File: src/rtl/m_cache_refill.sv
// Miss handler for the 4-word line cache: fetches a 128-bit line word by word,
// installs it into the cache and returns the missed word.
module m_cache_refill #(
    parameter int unsigned ADDR_WIDTH = 32
) (
    input  logic                  i_clk,
    input  logic                  i_rst,
    input  logic                  i_req,
    input  logic [ADDR_WIDTH-1:0] i_addr,
    input  logic                  i_hit,
    output logic                  o_stall,
    output logic                  o_mem_req,
    output logic [ADDR_WIDTH-1:0] o_mem_addr,
    input  logic                  i_mem_gnt,
    input  logic                  i_mem_rvalid,
    input  logic [31:0]           i_mem_rdata,
    output logic                  o_bwe,
    output logic [ADDR_WIDTH-1:0] o_waddr,
    output logic [127:0]          o_bdata,
    output logic                  o_rvalid,
    output logic [31:0]           o_rdata,
    output logic [31:0]           o_miss_cnt
);

    localparam int unsigned WORDS  = 4;
    localparam int unsigned WORD_W = 32;
    localparam int unsigned CNT_W  = 3;

    typedef enum logic [1:0] {
        S_IDLE    = 2'd0,
        S_FETCH   = 2'd1,
        S_INSTALL = 2'd2,
        S_DONE    = 2'd3
    } state_t;

    state_t                          state_q, state_d;
    logic [ADDR_WIDTH-1:0]           base_q;
    logic [1:0]                      widx_q;
    logic [CNT_W-1:0]                issue_cnt_q;
    logic [CNT_W-1:0]                resp_cnt_q;
    logic [WORDS-1:0][WORD_W-1:0]    slot_q, slot_d;
    logic [31:0]                     miss_cnt_q;
    logic                            miss_c;
    logic                            mem_req_c;
    logic                            rsp_c;
    logic                            unused_addr_bits;

    assign unused_addr_bits = ^i_addr[1:0];

    // Next state, request decode and the line as it will look after this cycle's response
    always_comb begin
        state_d   = state_q;
        miss_c    = (state_q == S_IDLE) && i_req && !i_hit;
        mem_req_c = (state_q == S_FETCH) && (issue_cnt_q < CNT_W'(WORDS));
        rsp_c     = (state_q == S_FETCH) && i_mem_rvalid;
        slot_d    = slot_q;
        if (rsp_c) begin
            slot_d[resp_cnt_q[1:0]] = i_mem_rdata;
        end
        case (state_q)
            S_IDLE:    if (miss_c) state_d = S_FETCH;
            S_FETCH:   if (rsp_c && (resp_cnt_q == CNT_W'(WORDS - 1))) state_d = S_INSTALL;
            S_INSTALL: state_d = S_DONE;
            S_DONE:    state_d = S_IDLE;
            default:   state_d = S_IDLE;
        endcase
    end

    assign o_mem_req  = mem_req_c;
    assign o_mem_addr = mem_req_c ? (base_q + ADDR_WIDTH'({issue_cnt_q[1:0], 2'b00})) : '0;
    assign o_stall    = (state_q == S_FETCH) || (state_q == S_INSTALL) || miss_c;
    assign o_miss_cnt = miss_cnt_q;

    always_ff @(posedge i_clk) begin
        if (i_rst) begin
            state_q     <= S_IDLE;
            base_q      <= '0;
            widx_q      <= '0;
            issue_cnt_q <= '0;
            resp_cnt_q  <= '0;
            slot_q      <= '0;
            miss_cnt_q  <= '0;
            o_bwe       <= 1'b0;
            o_waddr     <= '0;
            o_bdata     <= '0;
            o_rvalid    <= 1'b0;
            o_rdata     <= '0;
        end else begin
            state_q <= state_d;
            slot_q  <= slot_d;
            if (miss_c) begin
                base_q      <= {i_addr[ADDR_WIDTH-1:4], 4'b0000};
                widx_q      <= i_addr[3:2];
                issue_cnt_q <= '0;
                resp_cnt_q  <= '0;
            end else begin
                if (mem_req_c && i_mem_gnt) issue_cnt_q <= issue_cnt_q + CNT_W'(1);
                if (rsp_c)                  resp_cnt_q  <= resp_cnt_q + CNT_W'(1);
            end
            // Install uses the line including the response landing this cycle
            o_bwe <= (state_d == S_INSTALL);
            if (state_d == S_INSTALL) begin
                o_waddr <= base_q;
                o_bdata <= slot_d;
            end
            o_rvalid <= (state_d == S_DONE);
            if (state_d == S_DONE) begin
                o_rdata    <= slot_q[widx_q];
                miss_cnt_q <= miss_cnt_q + 32'd1;
            end
        end
    end

endmodule

File: config.mk
export PLATFORM = sky130hd
export DESIGN_NAME = m_cache_refill
export DESIGN_NICKNAME = d
export VERILOG_FILES = /design/src/rtl/m_cache_refill.sv
export SDC_FILE = /design/constraint.sdc
export NUM_CORES = 1
export LEC_CHECK = 0
export ABC_AREA = 1
export CAP_MARGIN = 5
export CORE_MARGIN = 2
export CORE_UTILIZATION = 50
export DETAILED_ROUTE_END_ITERATION = 10
export DONT_BUFFER_PORTS = 1
export GPL_TIMING_DRIVEN = 0
export SLEW_MARGIN = 20
export SYNTH_ARGS = -nofsm -noshare
export SYNTH_HDL_FRONTEND = slang
export SYNTH_SLANG_ARGS = --single-unit
File: constraint.sdc
create_clock -name i_clk -period 3.8 [get_ports i_clk]
set_input_delay 0.76 -clock i_clk [delete_from_list [all_inputs] [get_ports i_clk]]
set_output_delay 0.76 -clock i_clk [all_outputs]
set_load 0.005 [all_outputs]
==> parameters.txt, run 1 <==
Parameter                              Value

Worst hold path
  Startpoint of the tightest hold check path ... i_addr[18]
  Worst min-delay path category ... input port to register

Flow run
  Max-cap violations ... 0

Route
  Total vias in the final route ... 14600
  Violation count after the first detailed-route iteration ... 1124
  Routed wire length ... 51500 um
  Avg Vias per Cell ... 5.22
  WL per Instance ... 18.4 um
  Post-DRT Antenna Nets ... 0
  Count of TritonRoute iterations in the first routing pass ... 6
  Detailed-route DRC error count ... 0

Synthesis
  Yosys synthesis warning count ... 0
  Post-Synthesis Cells ... 2316
  FFs w/ async S/R, synth ... 0%
  Number of different library cells in the post-synthesis netlist ... 29
  Synth Cell Area ... 16000 sq um
  Sequential cell area fraction in the yosys report ... 48.4%
  Register bit count reported by yosys ... 388
  Most used flip-flop cell after synthesis ... dfxtp_1
  Post-synth EDFFs ... 0
  Synthesized area per cell ... 6.92 sq um

Finish
  Layout overhead on the synthesized area ... 12.2%
  Total Nets Final ... 2446
  Number of fillers in the final layout ... 3157
  Most used cells in the layout excluding fill and tap cells ... 550 x nor2_1, 530 x nand2_1, 388 x dfxtp_1
  Sequential cell area in the final layout ... 7770 sq um
  Footprint of the multi-input gates ... 6620 sq um
  Fraction of layout cells with a size suffix above 1 ... 5.51%
  Post-route cell area ... 18000 sq um
  Final instance count without filler cells ... 2799
  Antenna cells ... 0
  Most frequent standard cell in the layout excluding fill and tap cells ... nor2_1

STA
  Shortest clock period the worst path allows after layout ... 2.71 ns
  Fin Setup TNS ... 0 ns
  Number of setup violations in the final report ... 0
  Final hold violation count ... 0
  Tightest Pin Transition ... 1.01 ns
  Setup slack after layout ... 1.09 ns
  Fraction of the cycle the final worst path needs ... 71.3%
  Clock Skew ... 0.00976 ns
  Total count of max-transition violations in the final report ... 0
  Achievable frequency ... 0.369 GHz
  Unrepaired setup endpoints after global routing ... false
  Slew HR ... 32.4%

GRT
  Aggregate global routing overflow ... 0
  Pin count of the biggest net entering global routing ... 13
  GR Util All Layers ... 30.2%
  Initial antenna violation count ... 1
  Via count of the first global-routing pass ... 14000
  Global-route wire length before repair ... 78500 um

Placement
  Routability cong. ... 0.865
  Post-Place Worst Slack ... 1.18 ns
  Cell area after placement ... 16600 sq um
  HPWL Detailed ... 38100 um
  Number of instances in the placed design ... 2723
  Count of input and output buffers ... 0

Worst setup path
  Origin of the critical flop-to-flop path ... state_q[1]
  Critical path type ... register to output port
  Critical path launch point type ... register
  Startpoint of the most critical setup path ... state_q[1]
  CP max FO ... 10
  Nature of the critical path endpoint ... output port
  Required time of the worst setup path ... 3.04 ns
  Internal reg-to-reg setup slack ... 1.47 ns
  Crit path arrival time ... 1.95 ns

Power and ir drop
  Peak VDD IR ... 0.000393 V
  Leakage Power ... 7.75 nW
  Power density of the placed cells ... 488 nW/um^2

Clock tree
  CTS Buffer Depth ... 3
  Quantity of hold-fixing buffers added after cts ... 0
  Post CTS Setup Buffer Count ... 0
  Number of H-tree branching levels ... 2
  Clock net sink count ... 388
  Quantity of gates resized following cts ... 0
  Root Buffer Master ... clkbuf_16
  Number of clock buffers inserted by TritonCTS ... 43
  Clock-pin slew on the worst setup and hold paths ... 0.06 ns
  CTS tree ... done
  Clock insertion delay at the later pin of the skew report ... 0.54 ns

Floorplanning
  Placeable core region ... 31600 sq um
  Number of top-level design ports ... 330
  Site Rows ... 65
  Die extent in y ... 183 um
  Die Area ... 33500 sq um
  DIE WIDTH ... 183 um
  Effective utilization at floorplan ... 50.8%

Outcome
  Outcome ... complete, no violations
[critical path, cell delays in order, from the launching register on]
cell and delay [ns]:
dfxtp_1 0.33, inv_1 0.08, ha_1 0.24, nand2_1 0.20, clkbuf_1 0.39, nor2_1 0.19
[per-layer routing]
metal	global-route usage [%]	wire (um)
met5	0	0
met4	9.60	1580
met1	37.8	21600
met3	9.51	5100
met2	49.5	23300
[power breakdown]
part | total, W | internal [W] | switching (W)
clock network | 0.00420 | 0.00254 | 0.00166
registers | 0.00413 | 0.00412 | 0.0000172
logic | 0.000441 | 0.000115 | 0.000326
total | 0.00878 | 0.00677 | 0.00200
[final timing paths]
check / end / cells past startpoint
worst max register to register: o_bdata[44] / 10
worst min register to register: issue_cnt_q[2] / 2
worst max-delay path: o_mem_addr[11] / 5
worst min-delay path: base_q[18] / 2
[logic make-up (layout without fill, tap and decap cells)]
logic type / after synthesis / count (layout) / synth area share, %
AOI/OAI and AO/OA: 381 / 381 / 12.5
xor gates and xnor gates: 5 / 5 / 0.273
adders and majority gates: 10 / 10 / 0.780
buffers and inverters: 380 / 456 / 10.4
DFF: 388 / 388 / 48.4
other: 1 / 6 / 0.0234
and+or+nand+nor: 1151 / 1151 / 27.6
[synth_stat cells, types with 10 or more instances]
library cell    n  area [sq um]
buf_6          21           236
nor2_1        550          2060
buf_2          18          90.1
nand2_1       530          1990
nand3_1        50           250
inv_1         233           875
clkbuf_1       68           255
buf_1          21          78.8
dfxtp_1       388          7770
a21oi_1       111           556
ha_1           10           125
buf_4          16           120
o211ai_1       32           240
o21ai_0       233          1170
[state kept, by name, summed over array words and instances, names as in the netlist]
register / count
base_q: 28
issue_cnt_q: 3
o_bdata: 128
o_bwe: 1
o_miss_cnt: 32
o_rdata: 32
o_rvalid: 1
o_waddr: 28
resp_cnt_q: 3
slot_q: 128
state_q: 2
widx_q: 2
[per-stage QoR]
stage | power, W | util (%) | hold slack [ns]
floorplan | 0.00452 | - | 0.435
global placement | 0.00465 | 52.5 | 0.444
detailed placement | 0.00466 | 52.5 | 0.452
CTS | 0.00883 | 57.0 | 0.411
global route | 0.00906 | 57.0 | 0.427
finish | 0.00878 | 57.0 | 0.423
[final cells by class]
class	count	share of cell area [%]
plain buffers	144	4.34
clock buffers	66	7.42
clock inverters	10	0.570
inverters	236	4.92
multi-input cells	1553	36.8
flip-flops and latches	388	43.2
well taps	402	2.79
(Power assumes the default switching activity.)
==> run 2: changes to the inputs <==
Settings changed: PLACE_DENSITY from default to 0.68.
Clock period 3.8 ns to 2.4 ns, I/O delays scaled along.
==> run 2 against run 1 <==
Net effect: register-to-register slack got worse by 1.3 ns; via count grew 1.1%; routed wire length up 1.0%; sequential cell count stayed put.
==> parameters.txt, run 2 (synthesized netlist as in run 1, its figures left out) <==
Parameter                              Value

STA
  Tightest Pin Transition ... 1.06 ns (+0.0471 ns)
  Unrepaired setup endpoints after global routing ... true
  Achievable frequency ... 0.432 GHz
  Final hold violation count ... 0 (unchanged)
  Slew HR ... 29.2% (-3.1 points)
  Clock Skew ... 0.0108 ns (+0.00107 ns)
  Shortest clock period the worst path allows after layout ... 2.31 ns
  Fraction of the cycle the final worst path needs ... 96.4%
  Total count of max-transition violations in the final report ... 0 (unchanged)
  Number of setup violations in the final report ... 0 (unchanged)

Worst setup path
  Required time of the worst setup path ... 1.92 ns (-1.12 ns)
  Nature of the critical path endpoint ... output port
  CP max FO ... 10 (unchanged)
  Critical path launch point type ... register
  Crit path arrival time ... 1.83 ns (-0.12 ns)
  Critical path type ... register to output port

GRT
  Aggregate global routing overflow ... 0 (unchanged)
  Pin count of the biggest net entering global routing ... 14 (+1)
  Via count of the first global-routing pass ... 14000 (+0.29%)
  Global-route wire length before repair ... 79200 um (+0.83%)
  Initial antenna violation count ... 1 (unchanged)
  GR Util All Layers ... 30.6% (+0.41 points)

Route
  Total vias in the final route ... 14800 (+1.1%)
  Post-DRT Antenna Nets ... 0 (unchanged)
  Violation count after the first detailed-route iteration ... 1225 (+9.0%)
  Count of TritonRoute iterations in the first routing pass ... 5 (-1)
  Avg Vias per Cell ... 5.28 (+1.1%)
  Routed wire length ... 52100 um (+1.0%)
  Detailed-route DRC error count ... 0 (unchanged)
  WL per Instance ... 18.6 um (+0.96%)

Floorplanning
  Die Area ... 33500 sq um (unchanged)
  DIE WIDTH ... 183 um (unchanged)
  Die extent in y ... 183 um (unchanged)
  Number of top-level design ports ... 330 (unchanged)
  Effective utilization at floorplan ... 50.8% (unchanged)
  Placeable core region ... 31600 sq um (unchanged)
  Site Rows ... 65 (unchanged)

Finish
  Most frequent standard cell in the layout excluding fill and tap cells ... nor2_1
  Total Nets Final ... 2445 (-0.041%)
  Layout overhead on the synthesized area ... 12.3% (about the same)
  Registers with the most flip-flops ... o_bdata x128, slot_q x128
  Fraction of layout cells with a size suffix above 1 ... 5.92% (+0.41 points)
  Final instance count without filler cells ... 2800 (+0.036%)
  Most used cells in the layout excluding fill and tap cells ... 548 x nor2_1, 530 x nand2_1, 388 x dfxtp_1
  Antenna cells ... 0 (unchanged)

Clock tree
  Root Buffer Master ... clkbuf_16
  Number of H-tree branching levels ... 2 (unchanged)
  Number of clock buffers inserted by TritonCTS ... 42 (-2.3%)
  Clock insertion delay at the later pin of the skew report ... 0.54 ns (about the same)
  Clock-pin slew on the worst setup and hold paths ... 0.06 ns (about the same)
  Post CTS Setup Buffer Count ... 0 (unchanged)
  Clock net sink count ... 388 (unchanged)
  CTS tree ... done
  CTS Buffer Depth ... 3 (unchanged)

Placement
  Routability cong. ... 0.901 (+4.2%)
  HPWL Detailed ... 39200 um (+3.0%)
  Count of input and output buffers ... 0 (unchanged)
  Number of instances in the placed design ... 2723 (unchanged)

Worst hold path
  Worst min-delay path category ... input port to register

Flow run
  Max-cap violations ... 0 (unchanged)

Power and ir drop
  Part of the total power dissipated in combinational logic ... 5.1% (about the same)
  Leakage Power ... 7.75 nW (about the same)
  Peak VDD IR ... 0.000467 V (+19%)
  Internal power ... 0.0107 W (+58%)
  Tot Pwr ... 0.0139 W (+58%)
  Sw Share ... 22.9% (+0.12 points)
  Sw power ... 0.00318 W (+59%)
  Fraction of power consumed by sequential logic ... 47.2% (about the same)
  Clock network power share ... 47.7% (-0.2 points)
  Power density of the placed cells ... 770 nW/um^2 (+58%)

Outcome
  Outcome ... complete, no violations
[run 2: cell count changes in the layout (fill, tap and decap cells not counted), moves of 4 or more]
| cell | change |
|---|---|
| o21ai_0 | -12 |
| o21ai_1 | +10 |
| clkbuf_8 | -9 |
| clkbuf_2 | +5 |
| clkbuf_1 | -4 |
| clkinv_2 | +4 |
[run 2: metal layers]
metal  vias to the layer above  part of all wire, %  GRT usage, %  routed length (um)
met5                         -                    0             0                   0
met1                      6787                   41          38.1               21100
met4                         0                  2.9          9.41                1510
li1                       7245                    -             -                   -
met2                       647                   46          51.5               24000
met3                        92                   10          8.74                5410
[run 2: worst max-delay path, stage by stage (launching register included)]
cell	delay, ns
dfxtp_1	0.31
inv_1	0.11
ha_2	0.25
nand2_1	0.17
clkbuf_2	0.23
nor2_1	0.23
[run 2: power groups by stage]
stage	Clock (W)	Sequential [W]	Combinational, W
floorplan	0	0.00668	0.000472
global placement	0	0.00668	0.000673
detailed placement	0	0.00668	0.000686
CTS	0.00671	0.00654	0.000690
global route	0.00699	0.00655	0.000788
finish	0.00661	0.00654	0.000705
[run 2: worst paths after layout]
check / startpoint / end / slack, ns / depth (start not counted)
max: state_q[1] / o_mem_addr[2] / 0.09 / 5
min: i_addr[30] / base_q[30] / 0.14 / 2
min reg2reg: issue_cnt_q[2] / issue_cnt_q[2] / 0.46 / 2
max reg2reg: state_q[0] / o_rdata[22] / 0.14 / 7
[run 2: through the flow]
stage | instance area, sq um | hold WS (ns) | util (%) | TNS, ns | setup WS, ns
4_1_cts | 18000 | 0.122 | 57.0 | 0 | 0.0103
5_1_grt | 18000 | 0.132 | 57.1 | -0.000375 | -0.000375
6_report | 18000 | 0.137 | 57.1 | 0 | 0.0858
2_1_floorplan | 16100 | 0.435 | - | 0 | 0.679
3_3_place_gp | 16600 | 0.447 | 52.5 | -0.00397 | -0.00397
3_5_place_dp | 16600 | 0.446 | 52.5 | -0.00963 | -0.00963
[run 2: area by class of cell]
| type | instances | area (sq um) |
|---|---|---|
| multi-input cells | 1553 | 6640 |
| plain buffers | 144 | 796 |
| inverters | 236 | 886 |
| clock buffers | 59 | 1220 |
| clock inverters | 18 | 200 |
| fillers | 3148 | 13500 |
| flip-flops and latches | 388 | 7770 |
| well taps | 402 | 503 |
[run 2: repair_timing]
action / in CTS / in global routing
resized for setup: 4 / 25
pin swaps: 0 / 1
endpoints found under the setup margin: 14 / 68
hold buffers: 0 / 0
==> run 3: changes to the inputs <==
Settings changed: CORE_UTILIZATION 50 to 57, PLACE_DENSITY 0.68 to 0.75.
==> run 3 against run 2 <==
Net effect: final cell count fell by 1.1%; critical path depth did not move; die area fell by 12%; sequential cell count did not move; non-clock buffer count rose by 1; highest routed layer unchanged; total power fell by 1.7%; worst setup slack got worse by 0.0048 ns.
==> parameters.txt, run 3 (synthesized netlist as in run 1, its figures left out) <==
Parameter                              Value

Worst setup path
  Critical path type ... register to output port
  CP max FO ... 10 (unchanged)
  Critical path's slowest cell ... dfxtp_1
  Longest individual stage delay on the worst path ... 0.32 ns (about the same)
  Nature of the critical path endpoint ... output port
  Crit path arrival time ... 1.84 ns (about the same)
  Required time of the worst setup path ... 1.92 ns (about the same)
  Critical path cell sequence ... inv_1, ha_1, nand2_1, clkbuf_2, nor2_1
  Critical path launch point type ... register

Route
  Post-DRT Antenna Nets ... 0 (unchanged)
  Total vias in the final route ... 15000 (+1.6%)
  Violation count after the first detailed-route iteration ... 1201 (-2.0%)
  Routed wire length ... 50800 um (-2.3%)
  Detailed-route DRC error count ... 0 (unchanged)
  WL per Instance ... 18.4 um (-1.2%)
  Avg Vias per Cell ... 5.42 (+2.7%)
  Count of TritonRoute iterations in the first routing pass ... 6 (+1)

Floorplanning
  Number of top-level design ports ... 330 (unchanged)
  Placeable core region ... 27800 sq um (-12%)
  DIE WIDTH ... 172 um (-6.2%)
  Die Area ... 29500 sq um (-12%)
  Die extent in y ... 172 um (-6.2%)
  Site Rows ... 61 (-6.2%)
  Effective utilization at floorplan ... 57.7% (+6.9 points)

Power and ir drop
  Part of the total power dissipated in combinational logic ... 5.2% (about the same)
  Clock network power share ... 46.8% (-0.9 points)
  Sw Share ... 22.8% (-0.10 points)
  Peak VDD IR ... 0.000498 V (+6.5%)
  Leakage Power ... 7.71 nW (-0.52%)
  Power density of the placed cells ... 761 nW/um^2 (-1.2%)
  Sw power ... 0.00311 W (-2.2%)
  Fraction of power consumed by sequential logic ... 48.0% (+0.8 points)
  Internal power ... 0.0105 W (-1.6%)

STA
  Setup slack after layout ... 0.0810 ns (-0.00481 ns)
  Achievable frequency ... 0.431 GHz (-0.21%)
  Fin Setup TNS ... 0 ns (unchanged)
  Final Hold Slack ... 0.145 ns (+0.00798 ns)
  Shortest clock period the worst path allows after layout ... 2.32 ns (+0.00481 ns)
  Unrepaired setup endpoints after global routing ... true
  Fraction of the cycle the final worst path needs ... 96.6% (+0.20 points)
  Number of setup violations in the final report ... 0 (unchanged)
  Tightest Pin Transition ... 0.901 ns (-0.161 ns)
  Final hold violation count ... 0 (unchanged)
  Clock Skew ... 0.0205 ns (+0.00962 ns)
  Slew HR ... 40.0% (+11 points)
  Total count of max-transition violations in the final report ... 0 (unchanged)

GRT
  Via count of the first global-routing pass ... 14100 (+0.82%)
  GR Util All Layers ... 33.6% (+3.0 points)
  Global-route wire length before repair ... 76700 um (-3.2%)
  Initial antenna violation count ... 1 (unchanged)
  Aggregate global routing overflow ... 0 (unchanged)
  Pin count of the biggest net entering global routing ... 15 (+1)

Finish
  Most frequent standard cell in the layout excluding fill and tap cells ... nor2_1
  Final instance count without filler cells ... 2769 (-1.1%)
  Total Nets Final ... 2445 (unchanged)
  Number of fillers in the final layout ... 2575 (-18%)
  Most used cells in the layout excluding fill and tap cells ... 550 x nor2_1, 530 x nand2_1, 387 x dfxtp_1
  Registers with the most flip-flops ... o_bdata x128, slot_q x128
  Layout overhead on the synthesized area ... 11.6%
  Post-route cell area ... 17900 sq um (-0.58%)
  Fraction of layout cells with a size suffix above 1 ... 5.73% (-0.19 points)

Flow run
  Max-cap violations ... 0 (unchanged)

Clock tree
  Number of H-tree branching levels ... 2 (unchanged)
  CTS tree ... done
  Quantity of hold-fixing buffers added after cts ... 0 (unchanged)
  CTS Buffer Depth ... 3 (unchanged)
  Root Buffer Master ... clkbuf_16
  Clock insertion delay at the later pin of the skew report ... 0.54 ns (about the same)
  Clock-pin slew on the worst setup and hold paths ... 0.06 ns (about the same)
  Number of clock buffers inserted by TritonCTS ... 41 (-2.4%)
  Clock net sink count ... 388 (unchanged)

Placement
  Cell area after placement ... 16500 sq um (-0.18%)
  Number of instances in the placed design ... 2699 (-0.88%)
  HPWL Detailed ... 37600 um (-4.3%)
  Post-Place Worst Slack ... 0.113 ns (+0.123 ns)
  Routability cong. ... 0.925 (+2.6%)
  Count of input and output buffers ... 0 (unchanged)

Outcome
  Outcome ... complete, no violations

Worst hold path
  Worst min-delay path category ... input port to register
==> run 3: cell count changes in the layout (fill, tap and decap cells not counted), sizes merged <==
cell      before  now
diode          0    1
bufinv         4    5
clkinv        14   10
clkbuf       126  119
clkinvlp       1    3
==> run 3: area by class of cell <==
| type | instances | area, sq um | share of cell area (%) |
|---|---|---|---|
| antenna | 1 | 2.50 | 0.0140 |
| buffer | 144 | 807 | 4.51 |
| clock buffer | 51 | 1110 | 6.22 |
| clock inverter | 17 | 221 | 1.24 |
| inverter | 236 | 886 | 4.95 |
| multi-input combinational | 1553 | 6630 | 37.0 |
| sequential | 388 | 7770 | 43.4 |
| tap | 378 | 473 | 2.64 |
| timing repair buffer | 1 | 7.51 | 0.0419 |
==> run 3: worst paths after layout <==
kind                                 startpoint            end  slack, ns  depth (start not counted)
worst max-delay path                 state_q[1]  o_mem_addr[2]       0.08                          5
worst min-delay path            i_mem_rdata[12]     slot_q[44]       0.14                          2
worst max register to register       state_q[1]    o_bdata[25]       0.11                         10
worst min register to register    resp_cnt_q[2]  resp_cnt_q[2]       0.46                          2
==> run 3: timing repair <==
item                                    CTS  global route
setup buffers                             0             1
resized for setup                         2            20
pin swaps                                 0             1
endpoints found under the setup margin   10            33
==> run 3: through the flow <==
| step | util (%) | power [W] |
|---|---|---|
| final | 64.4 | 0.0136 |
| after global routing | 64.4 | 0.0140 |
| after CTS | 64.3 | 0.0136 |
| after detailed placement | 59.5 | 0.00737 |
| after global placement | 59.5 | 0.00735 |
| after floorplan | - | 0.00715 |
==> run 3: layer usage <==
metal | track usage [%] | wire (um) | part of all wire [%]
met5 | 0 | 0 | 0
met4 | 14.0 | 1880 | 3.7
met3 | 9.55 | 5710 | 11
met2 | 57.3 | 24000 | 47
met1 | 39.7 | 19300 | 38
==> run 3: power groups by stage <==
| stage | registers, W | clock network (W) | logic (W) |
|---|---|---|---|
| after floorplan | 0.00668 | 0 | 0.000472 |
| after detailed placement | 0.00669 | 0 | 0.000681 |
| after global routing | 0.00655 | 0.00668 | 0.000780 |
| after global placement | 0.00668 | 0 | 0.000666 |
| final | 0.00654 | 0.00637 | 0.000705 |
| after CTS | 0.00654 | 0.00640 | 0.000688 |
==> run 3: critical path, delay by kind of cell, from the launching register on <==
kind                       cells  cell delay (ns)
adders and majority gates      1             0.24
buffers and inverters          2             0.33
DFF                            1             0.32
and+or+nand+nor                2             0.43
